===== src/rtl/izh_pkg.sv =====
// izh_pkg: regular-spiking Izhikevich coefficients and real-to-fixed conversion
package izh_pkg;
    localparam real A_RS = 0.02;
    localparam real B_RS = 0.2;
    localparam real C_RS = -65.0;
    localparam real D_RS = 8.0;
    localparam real VPEAK_RS = 30.0;
    localparam real K2_RS = 0.04;
    localparam real K1_RS = 5.0;
    localparam real K0_RS = 140.0;
    function automatic longint to_fx(input real x, input int fr);
        real s;
        s = x * (2.0 ** fr);
        return (s >= 0.0) ? longint'($rtoi(s + 0.5)) : -longint'($rtoi(0.5 - s));
    endfunction
endpackage


===== src/rtl/izh_fx_mul.sv =====
// izh_fx_mul: signed full-precision fixed-point multiply, arithmetic-shifted right by FR
module izh_fx_mul #(
    parameter int W  = 24,
    parameter int OW = 48,
    parameter int FR = 11
) (
    input  logic signed [W-1:0]  a,
    input  logic signed [W-1:0]  b,
    output logic signed [OW-1:0] p
);
    logic signed [2*W-1:0] full;
    assign full = a * b;
    assign p = OW'(full >>> FR);
endmodule


===== src/rtl/izh_neuron.sv =====
// izh_neuron: fixed-point Izhikevich neuron, one saturating Euler step per clock
module izh_neuron import izh_pkg::*; #(
    parameter int V_WIDTH  = 20,
    parameter int FR_WIDTH = 11,
    parameter int DT_SHIFT = 4
) (
    input  logic                      clk,
    input  logic                      reset,
    input  logic signed [V_WIDTH-1:0] synin,
    output logic                      synout,
    output logic signed [V_WIDTH-1:0] vout
);
    localparam int IW = V_WIDTH + 4;
    localparam int SW = 2 * IW;
    localparam logic signed [IW-1:0] A_X  = IW'(to_fx(A_RS, FR_WIDTH));
    localparam logic signed [IW-1:0] B_X  = IW'(to_fx(B_RS, FR_WIDTH));
    localparam logic signed [IW-1:0] K1_X = IW'(to_fx(K1_RS, FR_WIDTH));
    localparam logic signed [IW-1:0] K2_X = IW'(to_fx(K2_RS, FR_WIDTH));
    localparam logic signed [SW-1:0] K0_S = SW'(to_fx(K0_RS, FR_WIDTH));
    localparam logic signed [SW-1:0] D_S  = SW'(to_fx(D_RS, FR_WIDTH));
    localparam logic signed [V_WIDTH-1:0] C_V     = V_WIDTH'(to_fx(C_RS, FR_WIDTH));
    localparam logic signed [V_WIDTH-1:0] U0_V    = V_WIDTH'(to_fx(B_RS * C_RS, FR_WIDTH));
    localparam logic signed [V_WIDTH-1:0] VPEAK_V = V_WIDTH'(to_fx(VPEAK_RS, FR_WIDTH));
    localparam logic signed [SW-1:0] VMAX = SW'((longint'(1) <<< (V_WIDTH - 1)) - 1);
    localparam logic signed [SW-1:0] VMIN = -VMAX - 1;

    function automatic logic signed [V_WIDTH-1:0] sat(input logic signed [SW-1:0] x);
        return V_WIDTH'((x > VMAX) ? VMAX : (x < VMIN) ? VMIN : x);
    endfunction

    logic signed [V_WIDTH-1:0] v, u;
    logic signed [IW-1:0] v_x, u_x, k2v, bv, bu;
    logic signed [SW-1:0] vv, k1v, au, sum_v, v_step, u_step, u_spk;
    logic spike;

    assign v_x = IW'(v);
    assign u_x = IW'(u);
    assign bu = bv - u_x;

    izh_fx_mul #(.W(IW), .OW(IW), .FR(FR_WIDTH)) m_k2v (.a(K2_X), .b(v_x), .p(k2v));
    izh_fx_mul #(.W(IW), .OW(SW), .FR(FR_WIDTH)) m_vv  (.a(k2v),  .b(v_x), .p(vv));
    izh_fx_mul #(.W(IW), .OW(SW), .FR(FR_WIDTH)) m_k1v (.a(K1_X), .b(v_x), .p(k1v));
    izh_fx_mul #(.W(IW), .OW(IW), .FR(FR_WIDTH)) m_bv  (.a(B_X),  .b(v_x), .p(bv));
    izh_fx_mul #(.W(IW), .OW(SW), .FR(FR_WIDTH)) m_au  (.a(A_X),  .b(bu),  .p(au));

    // wide sums keep every intermediate exact; only the stored state saturates
    assign sum_v  = vv + k1v + K0_S - SW'(u) + SW'(synin);
    assign v_step = SW'(v) + (sum_v >>> DT_SHIFT);
    assign u_step = SW'(u) + (au >>> DT_SHIFT);
    assign u_spk  = SW'(u) + D_S;
    assign spike  = (v >= VPEAK_V);

    always_ff @(posedge clk) begin
        if (reset) begin
            v      <= C_V;
            u      <= U0_V;
            synout <= 1'b0;
        end else begin
            v      <= spike ? C_V : sat(v_step);
            u      <= sat(spike ? u_spk : u_step);
            synout <= spike;
        end
    end

    assign vout = v;
endmodule


===== config.mk =====
export PLATFORM = sky130hd
export DESIGN_NAME = izh_neuron
export DESIGN_NICKNAME = d
export VERILOG_FILES = /design/src/rtl/izh_pkg.sv /design/src/rtl/izh_fx_mul.sv /design/src/rtl/izh_neuron.sv
export SDC_FILE = /design/constraint.sdc
export NUM_CORES = 2
export LEC_CHECK = 0
export CELL_PAD_IN_SITES_DETAIL_PLACEMENT = 1
export CELL_PAD_IN_SITES_GLOBAL_PLACEMENT = 1
export CORE_AREA = 2 2 236 238
export DETAILED_ROUTE_END_ITERATION = 12
export DIE_AREA = 0 0 238 240
export GPL_TIMING_DRIVEN = 0
export PLACE_DENSITY_LB_ADDON = 0.1
export RECOVER_POWER = 50
export SLEW_MARGIN = 20
export SYNTH_ARGS = -nofsm -noshare
export SYNTH_HDL_FRONTEND = slang
export SYNTH_SLANG_ARGS = --single-unit

===== constraint.sdc =====
create_clock -name clk -period 36.8 [get_ports clk]
set_input_delay 7.36 -clock clk [delete_from_list [all_inputs] [get_ports clk]]
set_output_delay 7.36 -clock clk [all_outputs]
set_load 0.005 [all_outputs]

### Word-level counts from Yosys, hierarchy flattened

Cells that the tools add are included.

| word-level totals | value |
|---|---|
| flip-flop bits (word level) | 41 |
| word-level logic and storage cells | 31 |

| operators by class | value |
|---|---|
| add/sub/neg operators | 8 |
| $mul | 5 |
| order comparisons | 5 |
| muxes and demuxes | 5 |
| reductions and logical operators | 3 |

Operators with widths:

| operator | count |
|---|---|
| $mux W20 | 4 |
| $gt A48 B20 Y1 const B | 1 |
| $lt A48 B20 Y1 const B | 1 |
| $mux W48 | 1 |
| $mul A17 B20 Y37 | 1 |
| $add A29 B20 Y30 | 1 |
| $mul A9 B20 Y29 const A | 1 |
| $sub A28 B20 Y29 | 1 |
| $add A27 B20 Y28 const B | 1 |
| $mul A7 B21 Y28 const A | 1 |
| $add A20 B26 Y27 | 1 |
| $add A26 B24 Y27 | 1 |
| $gt A27 B20 Y1 const B | 1 |
| $lt A27 B20 Y1 const B | 1 |
| $mul A7 B20 Y27 const A | 1 |
| $mul A4 B20 Y24 const A | 1 |
| $add A20 B13 Y21 | 1 |
| $add A20 B16 Y21 const B | 1 |
| $sub A19 B20 Y21 | 1 |
| $ge A20 B17 Y1 const B | 1 |
| $reduce_or A2 Y1 | 2 |
| $reduce_or A3 Y1 | 1 |

### Depth between registers and ports, before layout

| logic depth | value |
|---|---|
| depth in word-level cells | 10 |
| gate-level depth with buffers | 66 |
| mapped depth without buffers | 64 |

### By module

A second synthesis with hierarchy kept.

| second synthesis, totals | value |
|---|---|
| cells, all modules | 11,919 |
| area total of the unflattened synthesis | 107,344.2 sq um |

By module, submodules not included:

| module | times used | cells each | area each (sq um) | sequential area each (sq um) |
|---|---|---|---|---|
| izh_fx_mul at m_au | 1 | 2,277 | 20,965.1 | 0.0 |
| izh_fx_mul at m_k1v | 1 | 2,231 | 20,733.6 | 0.0 |
| izh_fx_mul at m_vv | 1 | 2,214 | 20,712.4 | 0.0 |
| izh_fx_mul at m_bv | 1 | 1,768 | 15,942.8 | 0.0 |
| izh_fx_mul at m_k2v | 1 | 1,766 | 15,935.3 | 0.0 |
| izh_neuron | 1 | 1,663 | 13,055.0 | 820.8 |

### Worst setup path after synthesis

Ideal clock, no wire load.

| timing | value |
|---|---|
| kind | reg2reg |
| start point | register v[5], in the netlist vout[5] |
| end point | register v[8], in the netlist vout[8] |
| data arrival time | 15,011 ps |
| required time | 36,708 ps |
| path slack | 21,697 ps |
| cell stages (with the launch flop) | 62 |
| period minus slack after synthesis | 15,103 ps |
| cells stage by stage | dfxtp_1 ha_1 ha_1 inv_1 fa_1 inv_1 ha_1 a211oi_1 o21bai_1 a211oi_1 o21ai_0 a21oi_1 o21ai_0 a41o_1 nor2_1 nor2b_1 ha_1 clkbuf_1 [26 not listed] nor2_1 nor2_1 a21oi_1 o21ai_0 or4_1 nand3_1 ha_1 clkbuf_1 a21oi_1 o21ai_1 nor3_1 a21oi_1 o311a_1 or3_1 nor2_1 a32oi_2 buf_2 o32ai_1 |

| between the ends | value |
|---|---|
| longest elaborated chain between the ends | 10 |
| elaborated cells between the ends (all ways) | 14 |
| those cells by class | 5 x add/sub; 3 x mul; 3 x order compare; 2 x mux; 1 x reduce/logical |

RTL lines:

| what | RTL line | source |
|---|---|---|
| start, declared | izh_neuron.sv:31 | `logic signed [V_WIDTH-1:0] v, u;` |
| start signal, assigned | izh_neuron.sv:59 | `v <= spike ? C_V : sat(v_step);` |
| $mul A7 B20 Y27 | izh_fx_mul.sv:12 | `assign full = a * b;` |
| $mul A17 B20 Y37 | izh_fx_mul.sv:12 |  |
| $add A26 B24 Y27 | izh_neuron.sv:47 | `assign sum_v = vv + k1v + K0_S - SW'(u) + SW'(synin);` |
| $add A27 B20 Y28 | izh_neuron.sv:47 |  |
| $sub A28 B20 Y29 | izh_neuron.sv:47 |  |
| $add A29 B20 Y30 | izh_neuron.sv:47 |  |
| $add A20 B26 Y27 | izh_neuron.sv:48 | `assign v_step = SW'(v) + (sum_v >>> DT_SHIFT);` |
| $lt A27 B20 Y1 | izh_neuron.sv:28 | `return V_WIDTH'((x > VMAX) ? VMAX : (x < VMIN) ? VMIN : x);` |
| $mux W20 (2 in series) | izh_neuron.sv:28 |  |

Several ways; a longest one is shown, not always the timed one.
A chain may end at the register's enable or synchronous reset.

### Worst setup path in the final report

| timing | value |
|---|---|
| start point | register v[9], in the netlist vout[9] |
| end point | register v[14], in the netlist vout[14] |

| between the ends | value |
|---|---|
| longest elaborated chain between the ends | 9 |
| elaborated cells between the ends (all ways) | 13 |
| those cells by class | 5 x add/sub; 3 x mul; 3 x order compare; 1 x mux; 1 x reduce/logical |

RTL lines:

| what | RTL line |
|---|---|
| $mul A7 B20 Y27 | izh_fx_mul.sv:12 |
| $mul A17 B20 Y37 | izh_fx_mul.sv:12 |
| $add A26 B24 Y27 | izh_neuron.sv:47 |
| $add A27 B20 Y28 | izh_neuron.sv:47 |
| $sub A28 B20 Y29 | izh_neuron.sv:47 |
| $add A29 B20 Y30 | izh_neuron.sv:47 |
| $add A20 B26 Y27 | izh_neuron.sv:48 |
| $gt A27 B20 Y1 or $lt A27 B20 Y1 (tied branches) | izh_neuron.sv:28 |
| $reduce_or A3 Y1 (no line) or $mux W20 (tied branches) | -- |

Several ways; a longest one is shown, not always the timed one.

==> results.yml <==
yosys:
  synth_edf_count: 0
  synth-compound-area-share_pct: 9.94
  synth_warnings: 0
  synthAdderAreaFrac_pct: 57.4
  synth_top_area_cell: "fa_1"
  synth_xor_area_share_pct: 4.88
  syn-num-nets: 4056
  syn_area_um2: 26900
  yosysMostFrequentCell: "inv_1"
  synth_seq_area_share_pct: 3.05
  synthesis.instances: 3101
  synth_common_cells: "inv_1 (809), fa_1 (504), ha_1 (429)"
  ys_async_sr_fraction_pct: 0
  syn_area_per_cell_um2: 8.68
  synth_mux_area_share_pct: 0.265
  yosys.area.top_type_share_pct: 37.5
  synth_top_family_by_area: "adder cells"
  ys_types: 76
  synth_flop_cell: "dfxtp_1"
  synth-seq-cells: 41
  synth_area_leaders: "fa_1 (37%), ha_1 (20%), inv_1 (11%), nand2_1 (3.9%), xnor2_1 (3.2%)"
  synthSimpleGateAreaFrac_pct: 12.1
setup_path:
  path_common_cell: "fa_1"
  required_ps: 36930
  cp-start-kind: "flip-flop"
  critPathKind: "reg -> reg"
  cp-startpoint: "vout[9]$_SDFF_PP0_"
  r2r_start: "vout[9]$_SDFF_PP0_"
  reg2reg_slack_ps: 17590
  cp.arrival_ps: 19340
  slowest_stage: "dfxtp_1"
  cp_max_fo: 10
  r2r_cells: 60
  critPathMaxStageDelay_ps: 750
  crit_path_end_kind: "flip-flop"
grt:
  grt_pass1_vias: 24000
  grt_pass1_wl_mm: 128
  antenna_found_initial: 4
  grt-ovfl-total: 0
  grt_util_all_layers_pct: 28.8
  grt_max_degree: 22
clock_tree:
  htree_levels: 2
  tritoncts: "built"
  clk_pin_slew_ps: 60
  insertion_delay_ps: 290
  numCtsBuffers: 5
  cts.repair.resized: 0
  cts_sinks: 41
  post_cts_buffers: 0
  postCtsHoldBufs: 0
  root_buffer: "clkbuf_16"
  clockBufferDepth: 2
min_path:
  hold_path_class: "reg -> reg"
  min_path_cells: 2
  hp-start: "u[12]$_SDFF_PP1_"
final_layout:
  nets: 4106
  drive_gt1_share_pct: 0.984
  area_growth_pct: 5.46
  stdcell_count: 3856
sta:
  rsz0062_at_grt: "no"
  slew_viol_final: 0
  fmax_mhz: 52.1
  setup_viol: 0
  min_period_ps: 19210
  holdWs_ps: 566
  skew_ps: 11.0
  finalCritPeriodShare_pct: 52.2
  relSlewSlack_pct: 8.14
  tightest_slew_ps: 1380
  fin_setup_tns_ps: 0
  finalHoldViolCount: 0
detailed_routing:
  route.detailed.drc: 0
  vias: 20800
  dr.pass1.iters: 5
  drt_iter0_markers: 794
  routed_wirelength_mm: 77.9
  wl_per_cell_um: 20.2
  viasPerCell: 5.40
  ant_nets: 0
floorplan:
  ioPinCount: 43
  core_um2: 54700
  die_area_um2: 57100
  die_h_um: 240
  die-width_um: 238
  row_count: 86
  initial_core_util_pct: 49.2
placement:
  gp_congestion: 0.875
  numPortBuffers: 41
  dp_hpwl_mm: 68.2
  placed_cells: 3847
job:
  cap_violations: 0
outcome:
  outcome: "finished clean"
## sequential cells by signal, indices dropped and copies added (netlist names)
name    cells
vout       20
u          20
synout      1
## routing by layer
layer	up-vias	share of wire (%)	GRT usage, %
met5	-	0.047	0
met4	6	2.8	7.82
met3	110	4.0	2.96
met2	331	51	52.8
met1	10700	42	36.2
li1	9701	-	-
## final cells by class
| class | instances | area, um^2 |
|---|---|---|
| diodes | 1 | 2.50 |
| flip-flops and latches | 41 | 821 |
| clock inverters | 2 | 35.0 |
| well taps | 704 | 881 |
| multi-input cells | 2175 | 22800 |
| repair buffers | 43 | 423 |
| clock buffers | 5 | 125 |
| plain buffers | 74 | 289 |
| inverters | 811 | 3040 |
| fillers | 6524 | 26300 |
## kinds of logic (layout without fill, tap and decap cells)
| group | Yosys count | in the layout |
|---|---|---|
| buffers and inverters | 885 | 935 |
| multiplexers | 7 | 7 |
| flip-flops | 41 | 41 |
| AND/OR/NAND/NOR | 686 | 686 |
| AO/OA/AOI/OAI | 399 | 399 |
| XOR/XNOR | 150 | 150 |
| adder cells (fa/ha/maj) | 933 | 933 |
| other | 0 | 1 |
## layout by cell type, fill, tap and decap left out, drive strengths merged, types with 7 or more instances in the layout
cell	synthesis	layout
nand2	278	278
and3	16	16
xor2	51	51
fa	504	504
o21a	32	32
dlygate4sd3	0	12
xnor2	99	99
ha	429	429
a21oi	104	104
nand4	8	8
clkbuf	68	74
a211oi	28	28
o32ai	10	10
dfxtp	41	41
o21ai	68	68
a21o	46	46
clkdlybuf4s50	0	29
o221ai	7	7
a31oi	12	12
nor3	40	40
nand3	25	25
nor2	126	126
inv	809	809
o21bai	13	13
o31ai	8	8
buf	6	7
and2	123	123
nor2b	25	25
o211ai	10	10
nand2b	18	18
## metrics by stage
step	instance area [um^2]	util [%]	worst slack [ps]
after floorplan	26900	-	21700
after detailed placement	28200	51.6	17670
after CTS	28400	51.9	17590
after global routing	28400	51.9	16410
final	28400	51.9	17590
after global placement	28200	51.6	18080
## path summary, 6_finish.rpt
kind / to
min reg2reg: u[12]$_SDFF_PP1_
min: u[12]$_SDFF_PP1_
max: vout[14]$_SDFF_PP1_
max reg2reg: vout[14]$_SDFF_PP1_
## worst max-delay path: cells and delay by family (launching register included)
family,cells,cell delay [ps]
and+or+nand+nor,9,1510
buffers and inverters,10,2840
AOI/OAI and AO/OA,24,6600
DFF,1,750
xor gates and xnor gates,2,400
adders and majority gates,15,6910
Power is not shown: default switching activity piles up to over one toggle a cycle in this logic, so the estimate is an artifact.
